[config.mk]
export PLATFORM = sky130hd
export DESIGN_NAME = data_memory_sync
export DESIGN_NICKNAME = d
export VERILOG_FILES = /design/src/rtl/data_memory_sync.sv
export SDC_FILE = /design/constraint.sdc
export NUM_CORES = 1
export LEC_CHECK = 0
export ABC_AREA = 1
export CAP_MARGIN = 20
export CORE_MARGIN = 2
export CORE_UTILIZATION = 45
export DETAILED_ROUTE_END_ITERATION = 8
export PLACE_DENSITY = 0.69
export SLEW_MARGIN = 20
export SYNTH_ARGS = -nofsm -noshare
export SYNTH_HDL_FRONTEND = slang
export SYNTH_SLANG_ARGS = --single-unit
[constraint.sdc]
create_clock -name CLK -period 3.81 [get_ports CLK]
set_input_delay 1.143 -clock CLK [delete_from_list [all_inputs] [get_ports CLK]]
set_output_delay 1.143 -clock CLK [all_outputs]
set_load 0.005 [all_outputs]
[src/rtl/data_memory_sync.sv]
`default_nettype none
// ============================================================================
// Module   : data_memory_sync
// Brief    : Single-port synchronous RAM with registered 1-cycle read, a
//            reset-started clear sweep and an address-range check.
//            Optional macro MEM_RDW_EN: simultaneous WR+RD performs both
//            (write-first); otherwise the write wins and the read is dropped.
// Revision : 1.0 - initial release
// ============================================================================
module data_memory_sync #(
    parameter int                 DATA_W   = 4,
    parameter int                 ADDR_W   = 4,
    parameter int                 DEPTH    = 16,
    parameter logic [DATA_W-1:0]  INIT_VAL = '0
) (
    input  logic              CLK,
    input  logic              RST,
    input  logic              WR,
    input  logic              RD,
    input  logic [ADDR_W-1:0] A,
    input  logic [DATA_W-1:0] D_IN,
    output logic [DATA_W-1:0] Q,
    output logic              Q_VALID,
    output logic              BUSY,
    output logic              ERR
);

    localparam logic [ADDR_W:0]   DEPTH_C = (ADDR_W + 1)'(DEPTH);
    localparam logic [ADDR_W-1:0] LAST_C  = ADDR_W'(DEPTH - 1);

    typedef enum logic [0:0] {
        S_CLEAR = 1'b0,
        S_IDLE  = 1'b1
    } state_t;

    state_t              state_q;
    logic [ADDR_W-1:0]   ptr_q;
    logic [DATA_W-1:0]   q_q;
    logic                qv_q;
    logic                err_q;
    logic [DATA_W-1:0]   mem_q [DEPTH];

    logic                w_in_range;
    logic                w_idle;
    logic                w_acc_wr;
    logic                w_acc_rd;
    logic                w_mem_we;
    logic [ADDR_W-1:0]   w_mem_addr;
    logic [DATA_W-1:0]   w_mem_data;
    logic [DATA_W-1:0]   w_rd_data;

    assign w_in_range = ({1'b0, A} < DEPTH_C);
    assign w_idle     = (state_q == S_IDLE);
    assign w_acc_wr   = w_idle & WR;
`ifdef MEM_RDW_EN
    assign w_acc_rd   = w_idle & RD;
`else
    assign w_acc_rd   = w_idle & RD & ~WR;
`endif

    // The sweep and normal writes share the single write port.
    assign w_mem_we   = ~RST & (~w_idle | (w_acc_wr & w_in_range));
    assign w_mem_addr = w_idle ? A    : ptr_q;
    assign w_mem_data = w_idle ? D_IN : INIT_VAL;

    // Out-of-range reads return zero; a same-cycle write is forwarded.
    assign w_rd_data  = !w_in_range ? '0 : (w_acc_wr ? D_IN : mem_q[A]);

    always_ff @(posedge CLK) begin
        if (w_mem_we) begin
            mem_q[w_mem_addr] <= w_mem_data;
        end
    end

    always_ff @(posedge CLK) begin
        if (RST) begin
            state_q <= S_CLEAR;
            ptr_q   <= '0;
            q_q     <= '0;
            qv_q    <= 1'b0;
            err_q   <= 1'b0;
        end else begin
            qv_q  <= 1'b0;
            err_q <= 1'b0;
            case (state_q)
                S_CLEAR: begin
                    if (ptr_q == LAST_C) begin
                        state_q <= S_IDLE;
                    end else begin
                        ptr_q <= ptr_q + ADDR_W'(1);
                    end
                end
                S_IDLE: begin
                    if (w_acc_rd) begin
                        q_q  <= w_rd_data;
                        qv_q <= 1'b1;
                    end
                    if ((w_acc_wr | w_acc_rd) & ~w_in_range) begin
                        err_q <= 1'b1;
                    end
                end
                default: state_q <= S_CLEAR;
            endcase
        end
    end

    assign Q       = q_q;
    assign Q_VALID = qv_q;
    assign BUSY    = (state_q == S_CLEAR);
    assign ERR     = err_q;

endmodule
`default_nettype wire

==> reports/metrics.yaml, run 1 <==
cts-hold-fix-buffers: 0
grt_max_degree: 34
rsz0062_at_grt: "false"
avgSynthCellArea_sq_um: 9.547
vias: 2289
slew_violations: 0
async_flop_share: 0
nets: 378
vias_per_cell: 4.881
antenna_found_initial: 0
period_needed_ps: 2827
die_w_um: 90.05
area_delta_synth_final_pct: 11.68
cts_sinks: 74
hp-class: "flop to flop"
cp-start-kind: "flop"
worstSetupPathType: "flop to output pin"
wirelength_um: 6859
tightest_slew_ps: 619.7
final_cells: 469
synth_warnings: 0
period_share: 0.7421
grt_overflow: 0
syn_inst: 349
power_density_nw_per_um2: 423.4
firstDrtPassIters: 4
drtIter0Drc: 192
synth_ff_type: "edfxtp_1"
synth.area.top_cells: "edfxtp_1 (58%), nand2_1 (13%), nand3_1 (7.1%)"
hold_violations: 0
grtUsageTotal: 0.1822
dp_hpwl_um: 4592
synth_most_common_cell: "nand2_1"
clock_path_buffers: 2
final_area_sq_um: 3721
hold_start: "ptr_q[3]$_SDFFE_PP0P_"
switching_share: 0.2229
p_comb_frac: 0.063
gp_congestion: 0.8650
final_antenna_net_count: 0
io_pins: 19
n_antenna_cell: 0
cts_resized: 0
die_h_um: 90.05
critical_path_required_ps: 2670
core-area_sq_um: 7214
synth_seq_area_share: 0.6369
fillCellCount: 674
syn_nets: 362
place_inst: 453
wl_per_cell_um: 14.62
cts_setup_buffers: 0
tritoncts.num_buffers: 9
timing.fmax_mhz: 353.7
clk_pin_slew_ps: 70
ir_worst_vdd_mv: 0.1719
drv_cap: 0
power.internal_mw: 1.224
syn-cell-area_sq_um: 3332
clock_skew_ps: 9.336
start_util: 0.4618
crit_fanout: 13
ys_seq_elements: 74
finalSetupTns_ps: 0
pwr-share-clk: 0.375
row_count: 31
status: "complete, no violations"
synth_top_area_share: 0.5768
cts_tree: "built"
worstSkewPairLatency_ps: 350
htree_levels: 3
yosys-top-cells-count: "nand2_1 (116), edfxtp_1 (64), inv_1 (49)"
grt_pass1_wl_um: 11310
netlist-cell-type-count: 23
max-slew-margin-rel: 0.5864
setup_viol: 0
p_seq_frac: 0.562
clockRootBuffer: "clkbuf_8"
synth_edf_count: 64
crit_arrival_ps: 1680
crit-reg2reg-launch: "state_q$_SDFF_PP0_"
critPathLaunch: "state_q$_SDFF_PP0_"
dieArea_sq_um: 8109
placed_area_sq_um: 3522
drive_gt1_frac: 0.05946
grt_pass1_vias: 2291
net-switching-power_uw: 351.2
yosysTopAreaCell: "edfxtp_1"
endpoint_kind: "output pin"
drc_errors: 0
p_leak_nw: 1.591
numPortBuffers: 17
## registers in the layout, indices dropped and copies added (netlist names)
name,count
mem_q,64
Q,4
ptr_q,4
Q_VALID,1
state_q,1
## power groups by stage
stage / Combinational, mW / Sequential, mW / Clock [mW]
after global placement: 0.0975 / 0.903 / 0
after floorplan: 0.0742 / 0.901 / 0
after detailed placement: 0.0989 / 0.903 / 0
after CTS: 0.0995 / 0.885 / 0.598
after global routing: 0.113 / 0.885 / 0.634
final: 0.100 / 0.885 / 0.591
## critical path: stages, from the launching register on
cell and delay, ps:
dfxtp_1 630, inv_1 210, clkdlybuf4s50_1 490
## per-stage QoR
step / hold WS, ps / utilization / setup WS [ps] / power [mW]
after floorplan: 481.1 / - / 1561 / 0.9753
after global placement: 510.7 / 0.4882 / 741.6 / 1.000
after detailed placement: 531.9 / 0.4882 / 691.3 / 1.002
after CTS: 548.6 / 0.5158 / 968.2 / 1.582
after global routing: 593.6 / 0.5158 / 829.8 / 1.632
final: 554.1 / 0.5158 / 982.6 / 1.576
## routing by layer
metal | track usage | share of wire | vias to the layer above
met5 | 0 | 0 | -
met4 | 0.1026 | 0.029 | 0
met3 | 0.02431 | 0.056 | 17
met2 | 0.2964 | 0.48 | 58
met1 | 0.2360 | 0.44 | 1062
li1 | - | - | 1152
## logic make-up (layout without fill, tap and decap cells)
family,Yosys count,after routing,share of synthesized area
AO/OA/AOI/OAI,10,10,0.01990
adder cells (fa/ha/maj),1,1,0.003755
buffers and inverters,66,87,0.09576
flip-flops,74,74,0.6369
other,1,1,0.001125
AND/OR/NAND/NOR,197,197,0.2426
## layout make-up
| class | count | area [sq um] | area share |
|---|---|---|---|
| timing repair buffer | 19 | 185.2 | 0.04976 |
| clock buffer | 12 | 177.7 | 0.04775 |
| sequential | 74 | 2122 | 0.5703 |
| inverter | 52 | 200.2 | 0.05380 |
| clock inverter | 4 | 21.27 | 0.005716 |
| tap | 99 | 123.9 | 0.03329 |
| multi-input combinational | 209 | 890.9 | 0.2394 |
## cells in the final DEF, fill, tap and decap left out, types with 2 or more instances in the layout
master and n:
nand2_1 116, edfxtp_1 64, inv_1 49, nand3_1 47, nor2_1 31, clkdlybuf4s50_1 17, dfxtp_1 10, clkbuf_8 9
inv_2 2, o21ai_1 2, a21oi_2 2, nand3b_1 2, a21oi_1 2, clkinv_2 2, clkbuf_16 2, buf_4 2
## final timing paths
path	endpoint	slack, ps	cells after the start
hold / removal	ptr_q[3]$_SDFFE_PP0P_	550	2
setup reg to reg	mem_q[4][0]$_DFFE_PP_	1700	4
hold reg to reg	ptr_q[3]$_SDFFE_PP0P_	550	2
setup / recovery	BUSY	980	2
Power figures use the tool's default switching activity.
==> inputs of run 2 (changes only) <==
Clock period 3.81 ns to 2.69 ns, I/O delays scaled along.
==> run 2 against run 1 <==
Against the previous run: power is 44% higher; largest cell class unchanged; sequential share of layout area is 0.87 points lower; first-iteration DRC count is 4.7% lower; count of clock-buffer cells in the layout is 1 lower; critical endpoint unchanged; clock skew is 1.9 ps lower; sequential power is 41% higher; largest power group unchanged.
==> reports/metrics.yaml, run 2 (same netlist as run 1, synthesis figures left out) <==
worstSetupPathType: "flop to output pin"
drive_gt1_frac: 0.08223  # +0.02277
final_cell_mix: "nand2_1 (116), edfxtp_1 (64), inv_1 (49), nand3_1 (47), nor2_1 (31)"
drc_errors: 0  # unchanged
drv_cap: 0  # unchanged
clock_path_buffers: 2  # unchanged
cts_tree: "built"
worstSkewPairLatency_ps: 340  # about the same
mostFrequentLayoutCell: "nand2_1"
finalSetupTns_ps: 0  # unchanged
clk_pin_slew_ps: 70  # about the same
period_share: 0.9165
grt_pass1_wl_um: 11150  # -1.4%
path_cells: "inv_1 -> clkdlybuf4s50_1"
hold_violations: 0  # unchanged
power_density_nw_per_um2: 600.8  # +42%
gp_congestion: 0.8286  # -4.2%
cts-hold-fix-buffers: 0  # unchanged
slowest_delay_ps: 630  # about the same
vias_per_cell: 4.807  # -1.5%
grt_max_degree: 33  # -2.9%
status: "complete, no violations"
rsz0062_at_grt: "false"
final_antenna_net_count: 0  # unchanged
grt_pass1_vias: 2282  # -0.39%
fillCellCount: 670  # -0.59%
grt_overflow: 0  # unchanged
grtUsageTotal: 0.1807  # -0.001433
cts_sinks: 74  # unchanged
slew_violations: 0  # unchanged
start_util: 0.4618  # unchanged
area_delta_synth_final_pct: 13.41
clockRootBuffer: "clkbuf_8"
cpMaxStageDelayCell: "dfxtp_1"
endpoint_kind: "output pin"
htree_levels: 3  # unchanged
die_w_um: 90.05  # unchanged
hp-class: "flop to flop"
dieArea_sq_um: 8109  # unchanged
setup_viol: 0  # unchanged
die_h_um: 90.05  # unchanged
cts_setup_buffers: 0  # unchanged
timing.fmax_mhz: 405.6
cpLargestDelayFamily: "buffers and inverters"
crit_arrival_ps: 1660  # -20 ps
ir_worst_vdd_mv: 0.3169  # +84%
tritoncts.num_buffers: 9  # unchanged
numPortBuffers: 17  # unchanged
wl_per_cell_um: 14.53  # -0.64%
drtIter0Drc: 183  # -4.7%
final_area_sq_um: 3779  # +1.5%
core-area_sq_um: 7214  # unchanged
critPathBufInv: 2  # unchanged
p_leak_nw: 1.631  # +2.5%
max-slew-margin-rel: 0.6066  # +0.02012
cp-start-kind: "flop"
largest_reg_flops: 64  # unchanged
placed_area_sq_um: 3575  # +1.5%
dp_hpwl_um: 4756  # +3.6%
crit_fanout: 13  # unchanged
critical_path_required_ps: 1880  # -790 ps
period_needed_ps: 2465
cts_resized: 0  # unchanged
firstDrtPassIters: 5  # +1
antenna_found_initial: 0  # unchanged
io_pins: 19  # unchanged
row_count: 31  # unchanged
largest-register: "mem_q"
clock_skew_ps: 7.399  # -1.937 ps
wirelength_um: 6917  # +0.85%
nets: 385  # +1.9%
tightest_slew_ps: 589.5  # -30.15 ps
place_ws_ps: 45.52  # -645.7 ps
worst_slack_ps: 224.6  # -758.0 ps
n_antenna_cell: 0  # unchanged
vias: 2288  # -0.044%
[run 2: cell type report]
type / instances / area [sq um] / share of cell area
clock buffer: 11 / 151.4 / 0.04007
clock inverter: 5 / 52.55 / 0.01391
inverter: 52 / 200.2 / 0.05298
multi-input combinational: 209 / 890.9 / 0.2358
sequential: 74 / 2122 / 0.5616
tap: 99 / 123.9 / 0.03278
timing repair buffer: 26 / 237.7 / 0.06291
[run 2: worst paths after layout]
check / start / to / slack (ps) / cells after the start
worst max-delay path: state_q$_SDFF_PP0_ / BUSY / 220 / 2
worst min-delay path: ptr_q[1]$_SDFFE_PP0P_ / ptr_q[1]$_SDFFE_PP0P_ / 540 / 2
worst max register to register: state_q$_SDFF_PP0_ / mem_q[9][1]$_DFFE_PP_ / 680 / 5
worst min register to register: ptr_q[1]$_SDFFE_PP0P_ / ptr_q[1]$_SDFFE_PP0P_ / 540 / 2
[run 2: stage by stage]
stage | util | hold slack [ps] | instances | total power [mW]
after floorplan | - | 481.1 | 349 | 1.381
after global placement | 0.4955 | 520.0 | 460 | 1.423
after detailed placement | 0.4955 | 524.6 | 460 | 1.425
after CTS | 0.5238 | 535.5 | 476 | 2.277
after global routing | 0.5238 | 557.1 | 476 | 2.339
final | 0.5238 | 540.2 | 476 | 2.270
[run 2: metal layers]
| metal | GRT usage | up-vias | part of all wire |
|---|---|---|---|
| met3 | 0.03101 | 17 | 0.045 |
| li1 | - | 1159 | - |
| met4 | 0.08846 | 0 | 0.023 |
| met1 | 0.2187 | 1057 | 0.44 |
| met2 | 0.3127 | 55 | 0.49 |
| met5 | 0 | - | 0 |
[run 2: power by group]
part	internal, mW	leakage, nW	switching [mW]
logic	0.0532	0.819	0.0953
clock network	0.474	0.105	0.394
registers	1.24	0.707	0.00847
[run 2: worst reg2reg max path: stages, from the launching register on]
cell and delay, ps:
dfxtp_1 630, inv_1 200, nand2_1 100, o21ai_1 110, nand3b_1 280, nor2_1 350
==> inputs of run 3 (changes only) <==
==> constraint.sdc (replaced) <==
create_clock -name CLK -period 2.69 [get_ports CLK]
set_input_delay 0.269 -clock CLK [delete_from_list [all_inputs] [get_ports CLK]]
set_output_delay 0.269 -clock CLK [all_outputs]
set_load 0.005 [all_outputs]
==> run 3 against run 2 <==
Against the previous run: clock power rose by 3.6%; maximum frequency up 19%; global-route usage decreased by 0.082 points; final area fell by 1.4%; largest cell class unchanged; largest power group unchanged.
==> reports/metrics.yaml, run 3 (same netlist as run 1, synthesis figures left out) <==
status: "complete, no violations"
drtIter0Drc: 174  # -4.9%
htree_levels: 3  # unchanged
clock_skew_ps: 7.485  # +0.08610 ps
cp-start-kind: "flop"
max-slew-margin-rel: 0.5667  # -0.03991
row_count: 31  # unchanged
final_cells: 469  # -1.5%
slew_violations: 0  # unchanged
mostFrequentLayoutCell: "nand2_1"
postLayoutCoreUtil: 0.5165  # -0.007284
core-area_sq_um: 7214  # unchanged
clockRootBuffer: "clkbuf_8"
reg2regPathDepth: 5  # unchanged
finalSetupTns_ps: 0  # unchanged
period_share: 0.7726  # -0.1439
vias: 2338  # +2.2%
cts_setup_buffers: 0  # unchanged
start_util: 0.4618  # unchanged
rsz0062_at_grt: "false"
holdWs_ps: 498.6  # -41.53 ps
vias_per_cell: 4.985  # +3.7%
drc_errors: 0  # unchanged
crit_fanout: 13  # unchanged
min_path_cells: 3  # +1
place_inst: 453  # -1.5%
place_ws_ps: 515.6  # +470.1 ps
wl_per_cell_um: 14.65  # +0.83%
power_density_nw_per_um2: 615.5  # +2.4%
die_w_um: 90.05  # unchanged
timing.fmax_mhz: 481.2  # +19%
grt_pass1_vias: 2219  # -2.8%
clock_path_buffers: 2  # unchanged
cts_resized: 0  # unchanged
drv_cap: 0  # unchanged
endpoint_kind: "flop"
final_cell_mix: "nand2_1 (116), edfxtp_1 (64), inv_1 (49), nand3_1 (47), nor2_1 (31)"
nets: 378  # -1.8%
p_leak_nw: 1.593  # -2.4%
grt_pass1_wl_um: 11170  # +0.19%
tritoncts.num_buffers: 9  # unchanged
ir_worst_vdd_mv: 0.2927  # -7.6%
worst_slack_ps: 611.7  # +387.2 ps
gp_congestion: 0.8002  # -3.4%
largest_reg_flops: 64  # unchanged
period_needed_ps: 2078  # -387.2 ps
wirelength_um: 6872  # -0.65%
grtUsageTotal: 0.1799  # -0.0008221
dieArea_sq_um: 8109  # unchanged
worstSkewPairLatency_ps: 340  # about the same
crit_arrival_ps: 2080  # +420 ps
tightest_slew_ps: 649.3  # +59.80 ps
critical_path_required_ps: 2700  # +820 ps
hold_violations: 0  # unchanged
io_pins: 19  # unchanged
cts_tree: "built"
numPortBuffers: 17  # unchanged
setup_viol: 0  # unchanged
firstDrtPassIters: 5  # unchanged
cts-hold-fix-buffers: 0  # unchanged
largest-register: "mem_q"
dp_hpwl_um: 4550  # -4.3%
clk_pin_slew_ps: 70  # about the same
worstSetupPathType: "flop to flop"
grt_max_degree: 34  # +3.0%
final_antenna_net_count: 0  # unchanged
area_delta_synth_final_pct: 11.83
n_antenna_cell: 0  # unchanged
drive_gt1_frac: 0.05405  # -0.02817
grt_overflow: 0  # unchanged
antenna_found_initial: 0  # unchanged
cts_sinks: 74  # unchanged
hp-class: "primary input to flop"
die_h_um: 90.05  # unchanged
## run 3: changes by cell type in the layout (fill, tap and decap cells not counted), sizes merged
cell,change
clkbuf,+2
bufinv,+1
buf,-7
clkinv,-2
clkinvlp,-1
## run 3: worst paths after layout
check	to	startpoint	slack, ps
max	mem_q[11][2]$_DFFE_PP_	state_q$_SDFF_PP0_	610
min	Q_VALID$_SDFF_PP0_	RD	500
max reg2reg	mem_q[11][2]$_DFFE_PP_	state_q$_SDFF_PP0_	610
min reg2reg	ptr_q[1]$_SDFFE_PP0P_	ptr_q[1]$_SDFFE_PP0P_	550
## run 3: metrics by stage
stage | power (mW) | cell area, sq um
2_1_floorplan | 1.381 | 3332
3_3_place_gp | 1.415 | 3522
3_5_place_dp | 1.418 | 3522
4_1_cts | 2.312 | 3726
5_1_grt | 2.370 | 3726
6_report | 2.293 | 3726
## run 3: worst max-delay path, stage by stage (launching register included)
cell and delay, ps:
dfxtp_1 650, inv_1 220, nand2_1 130, o21ai_1 120, nand3b_1 280, nor2_1 340
## run 3: power by group
group          total (mW)  internal (mW)  switching (mW)
logic               0.141         0.0481          0.0929
registers            1.25           1.25         0.00839
clock network       0.899          0.523           0.376
## run 3: area by class of cell
class                   count  area [sq um]
clock buffers              13         138.9
clock inverters             3         65.06
fillers                   665          3488
inverters                  52         200.2
multi-input cells         209         890.9
flip-flops and latches     74          2122
well taps                  99         123.9
repair buffers             19         185.2
## run 3: layer usage
layer / vias to the layer above / track usage / routed length, um
met5: - / 0 / 0
met4: 0 / 0.1038 / 165
met3: 18 / 0.02347 / 366
met2: 75 / 0.3026 / 3383
met1: 1099 / 0.2233 / 2956
li1: 1146 / - / -
==> patch 1, RTL diff (settings of run 3) <==
`DEPTH`: 16 -> 8.
--- a/src/rtl/data_memory_sync.sv
+++ b/src/rtl/data_memory_sync.sv
@@ -12,3 +12,3 @@
     parameter int                 ADDR_W   = 4,
-    parameter int                 DEPTH    = 16,
+    parameter int                 DEPTH    = 8,
     parameter logic [DATA_W-1:0]  INIT_VAL = '0
Function: changed (Yosys sat finds a counterexample within 10 cycles, from zero or initial values and one cycle with RST high).
==> patch 1 against run 3 <==
Routed wire length shrank 49%; sequential cell count shrank 31; worst setup slack gained 330 ps; synthesized area shrank 44%; power shrank 43%; die area shrank 43%; cell area shrank 42%; hold slack lost 32 ps; largest cell class unchanged.
==> patch 1: results (changes against run 3) <==
| Metric | Value |
|---|---|
| Hold slack | `467 ps (was 499 ps)` |
| Outcome | `finished, final reports clean (unchanged)` |
| Critical R2R Capture | `mem_q[1][1] (was mem_q[11][2])` |
| Clock latency on the worst-skew pair | `290 ps (was 340 ps)` |
| H-tree levels | `2 (was 3)` |
| Int Pwr | `1.03 mW (was 1.82 mW)` |
| Post-Synth Adder-Cell Area | `0.675% (was 0.376%)` |
| Nets | `222 (was 378)` |
| CP top delay family | `buffers and inverters (was simple AND/OR/NAND/NOR gates)` |
| Post-DP Area | `2040 um^2 (was 3520 um^2)` |
| DR vias/cell | `5.00 (was 4.99)` |
| First drt pass iteration count | `4 (was 5)` |
| Port Buf Inserts | `18 (was 17)` |
| Hold Crit Start | `Q[3] (was RD)` |
| Met1 GRT Util | `21.8% (was 22.3%)` |
| Post-Syn Area per Cell | `9.80 um^2 (was 9.55 um^2)` |
| Max IR drop VDD | `0.261 mV (was 0.293 mV)` |
| Routing usage on met3 | `2.96% (was 2.35%)` |
| Drt initial violations | `103 (was 174)` |
| Share of layout cells above drive strength 1 | `7.14% (was 5.41%)` |
| Largest register FFs | `32 (was 64)` |
| Leak Pwr | `0.860 nW (was 1.59 nW)` |
| Routed length on met2 | `1.64 mm (was 3.38 mm)` |
| Gr usage total | `16.3% (was 18.0%)` |
| Seq/Total Area, Yosys | `63.7% (about the same)` |
| Post-synthesis xor/xnor area fraction | `0.473% (was 0%)` |
[patch 1: cell count changes in the layout (fill, tap and decap cells not counted), sizes merged, moves of 5 or more]
cell,run 3,this run
clkbuf,13,5
nand2,116,69
inv,52,16
nor2,31,16
a21oi,4,9
edfxtp,64,32
nand3,47,22
[patch 1: how the worst max path moves through the flow]
stage	from	end	slack (ps)	depth (start not counted)
floorplan	A[0]	mem_q[4][0]	1330	7
global placement	A[1]	mem_q[6][3]	680	7
detailed placement	A[1]	mem_q[6][3]	650	7
CTS	state_q	BUSY	960	2
global route	A[1]	mem_q[3][2]	810	7
finish	A[1]	mem_q[6][3]	940	7
[patch 1: area by class of cell]
class,instances,area [um^2],area share [%]
Clock inverter,3,38.8,1.80
Sequential cell,43,1180,54.9
Multi-Input combinational cell,124,546,25.3
Clock buffer,5,68.8,3.20
Timing Repair Buffer,19,188,8.72
Inverter,16,67.6,3.14
Tap cell,50,62.6,2.91
==> patch 2, RTL diff (settings of run 3) <==
Without the edit above. Add an input register stage for `WR`, `A` and `D_IN`; this delays them by one clock. The other inputs are not delayed to match.
--- a/src/rtl/data_memory_sync.sv
+++ b/src/rtl/data_memory_sync.sv
@@ -35,2 +35,12 @@
 
+    logic WR_q;
+    logic [ADDR_W-1:0] A_q;
+    logic [DATA_W-1:0] D_IN_q;
+
+    always_ff @(posedge CLK) begin
+        WR_q   <= WR;
+        A_q    <= A;
+        D_IN_q <= D_IN;
+    end
+
     state_t              state_q;
@@ -51,5 +61,5 @@
 
-    assign w_in_range = ({1'b0, A} < DEPTH_C);
+    assign w_in_range = ({1'b0, A_q} < DEPTH_C);
     assign w_idle     = (state_q == S_IDLE);
-    assign w_acc_wr   = w_idle & WR;
+    assign w_acc_wr   = w_idle & WR_q;
 `ifdef MEM_RDW_EN
@@ -57,3 +67,3 @@
 `else
-    assign w_acc_rd   = w_idle & RD & ~WR;
+    assign w_acc_rd   = w_idle & RD & ~WR_q;
 `endif
@@ -62,7 +72,7 @@
     assign w_mem_we   = ~RST & (~w_idle | (w_acc_wr & w_in_range));
-    assign w_mem_addr = w_idle ? A    : ptr_q;
-    assign w_mem_data = w_idle ? D_IN : INIT_VAL;
+    assign w_mem_addr = w_idle ? A_q  : ptr_q;
+    assign w_mem_data = w_idle ? D_IN_q : INIT_VAL;
 
     // Out-of-range reads return zero; a same-cycle write is forwarded.
-    assign w_rd_data  = !w_in_range ? '0 : (w_acc_wr ? D_IN : mem_q[A]);
+    assign w_rd_data  = !w_in_range ? '0 : (w_acc_wr ? D_IN_q : mem_q[A_q]);
 
Formal check against the unedited RTL: same outputs for any inputs over 10 cycles, from zero or initial values and one cycle with RST high; that may be too few to reach the edited logic, so the function may still have changed.
==> patch 2 against run 3 <==
Routed wire length is 0.10% lower; critical path type unchanged; largest cell class unchanged; hold slack worse by 140 ps; first-iteration DRC count is 23% higher; critical endpoint is now mem_q[5][3]; worst setup slack better by 120 ps; highest routed layer unchanged; sequential cell count is 9 higher; power is 7.8% higher; clock power is 3.7% higher; synthesized area is 6.4% higher; cell area is 5.7% higher.
==> patch 2: results (changes against run 3) <==
| Metric | Value |
|---|---|
| Post-DP HPWL | `4.66 mm (was 4.55 mm)` |
| Nets | `387 (was 378)` |
| R2r setup slk | `730 ps (was 610 ps)` |
| Max incr delay on CP | `610 ps (was 650 ps)` |
| Outcome | `finished, final reports clean (unchanged)` |
| NetSw | `520 uW (was 477 uW)` |
| CP top delay family | `flip-flops (was simple AND/OR/NAND/NOR gates)` |
| Setup slack at placement | `637 ps (was 516 ps)` |
| M2 GR Usage | `29.3% (was 30.3%)` |
| Dpl cells | `465 (was 453)` |
| Number of global-route vias before repair | `2,366 (was 2,219)` |
| Worst slew pin tran | `614 ps (was 649 ps)` |
| Routability congestion estimate from global placement | `0.760 (was 0.800)` |
| Top post-synthesis cells by area | `edfxtp_1 (54%), nand2_1 (11%), dfxtp_1 (11%) (was edfxtp_1 (58%), nand2_1 (13%), nand3_1 (7.1%))` |
| Hold slack | `356 ps (was 499 ps)` |
| Max IR drop VDD | `0.280 mV (was 0.293 mV)` |
| Met1 GRT Util | `21.9% (was 22.3%)` |
| Yosys cell types | `25 (was 23)` |
| Share of layout cells above drive strength 1 | `8.44% (was 5.41%)` |
| Routed length on met2 | `3.38 mm (about the same)` |
| Int Pwr | `1.95 mW (was 1.82 mW)` |
| Arrival time worst endpoint | `1970 ps (was 2080 ps)` |
| Seq/Total Area, Yosys | `64.9% (was 63.7%)` |
| Number of standard cells in the final layout excluding fillers | `481 (was 469)` |
| Mapped Nets | `371 (was 362)` |
| Seq pwr share | `56.7% (was 54.7%)` |
| FILL cells | `706 (was 665)` |
| Metal1 wirelength | `2.95 mm (was 2.96 mm)` |
| First-pass GRT wire length | `11.4 mm (was 11.2 mm)` |
| Clk_skew | `10.4 ps (was 7.49 ps)` |
| Commonest cells post-synth | `nand2_1 (107), edfxtp_1 (64), inv_1 (49) (was nand2_1 (116), edfxtp_1 (64), inv_1 (49))` |
-- patch 2: cell count changes after synthesis, sizes merged --
cell / change
dfxtp: +9
-- patch 2: path summary, 6_finish.rpt --
check | cells after the start | end | start
worst max-delay path | 4 | mem_q[5][3] | state_q
worst min-delay path | 1 | A_q[1] | A[1]
worst max register to register | 4 | mem_q[5][3] | state_q
worst min register to register | 2 | ptr_q[1] | ptr_q[1]
-- patch 2: cells by family after synthesis --
logic type / share of synthesized area (%)
flip-flops: 64.9
adder cells (fa/ha/maj): 0.353
buffers and inverters: 9.32
AO/OA/AOI/OAI: 1.87
AND/OR/NAND/NOR: 23.4
other: 0.106
-- patch 2: final cells by class --
class                   count  area [um^2]  share of cell area [%]
flip-flops and latches     83         2300                    58.4
multi-input cells         209          913                    23.2
inverters                  52          203                    5.15
repair buffers             19          185                    4.70
clock buffers              10          128                    3.24
well taps                 102          128                    3.24
clock inverters             6         80.1                    2.03
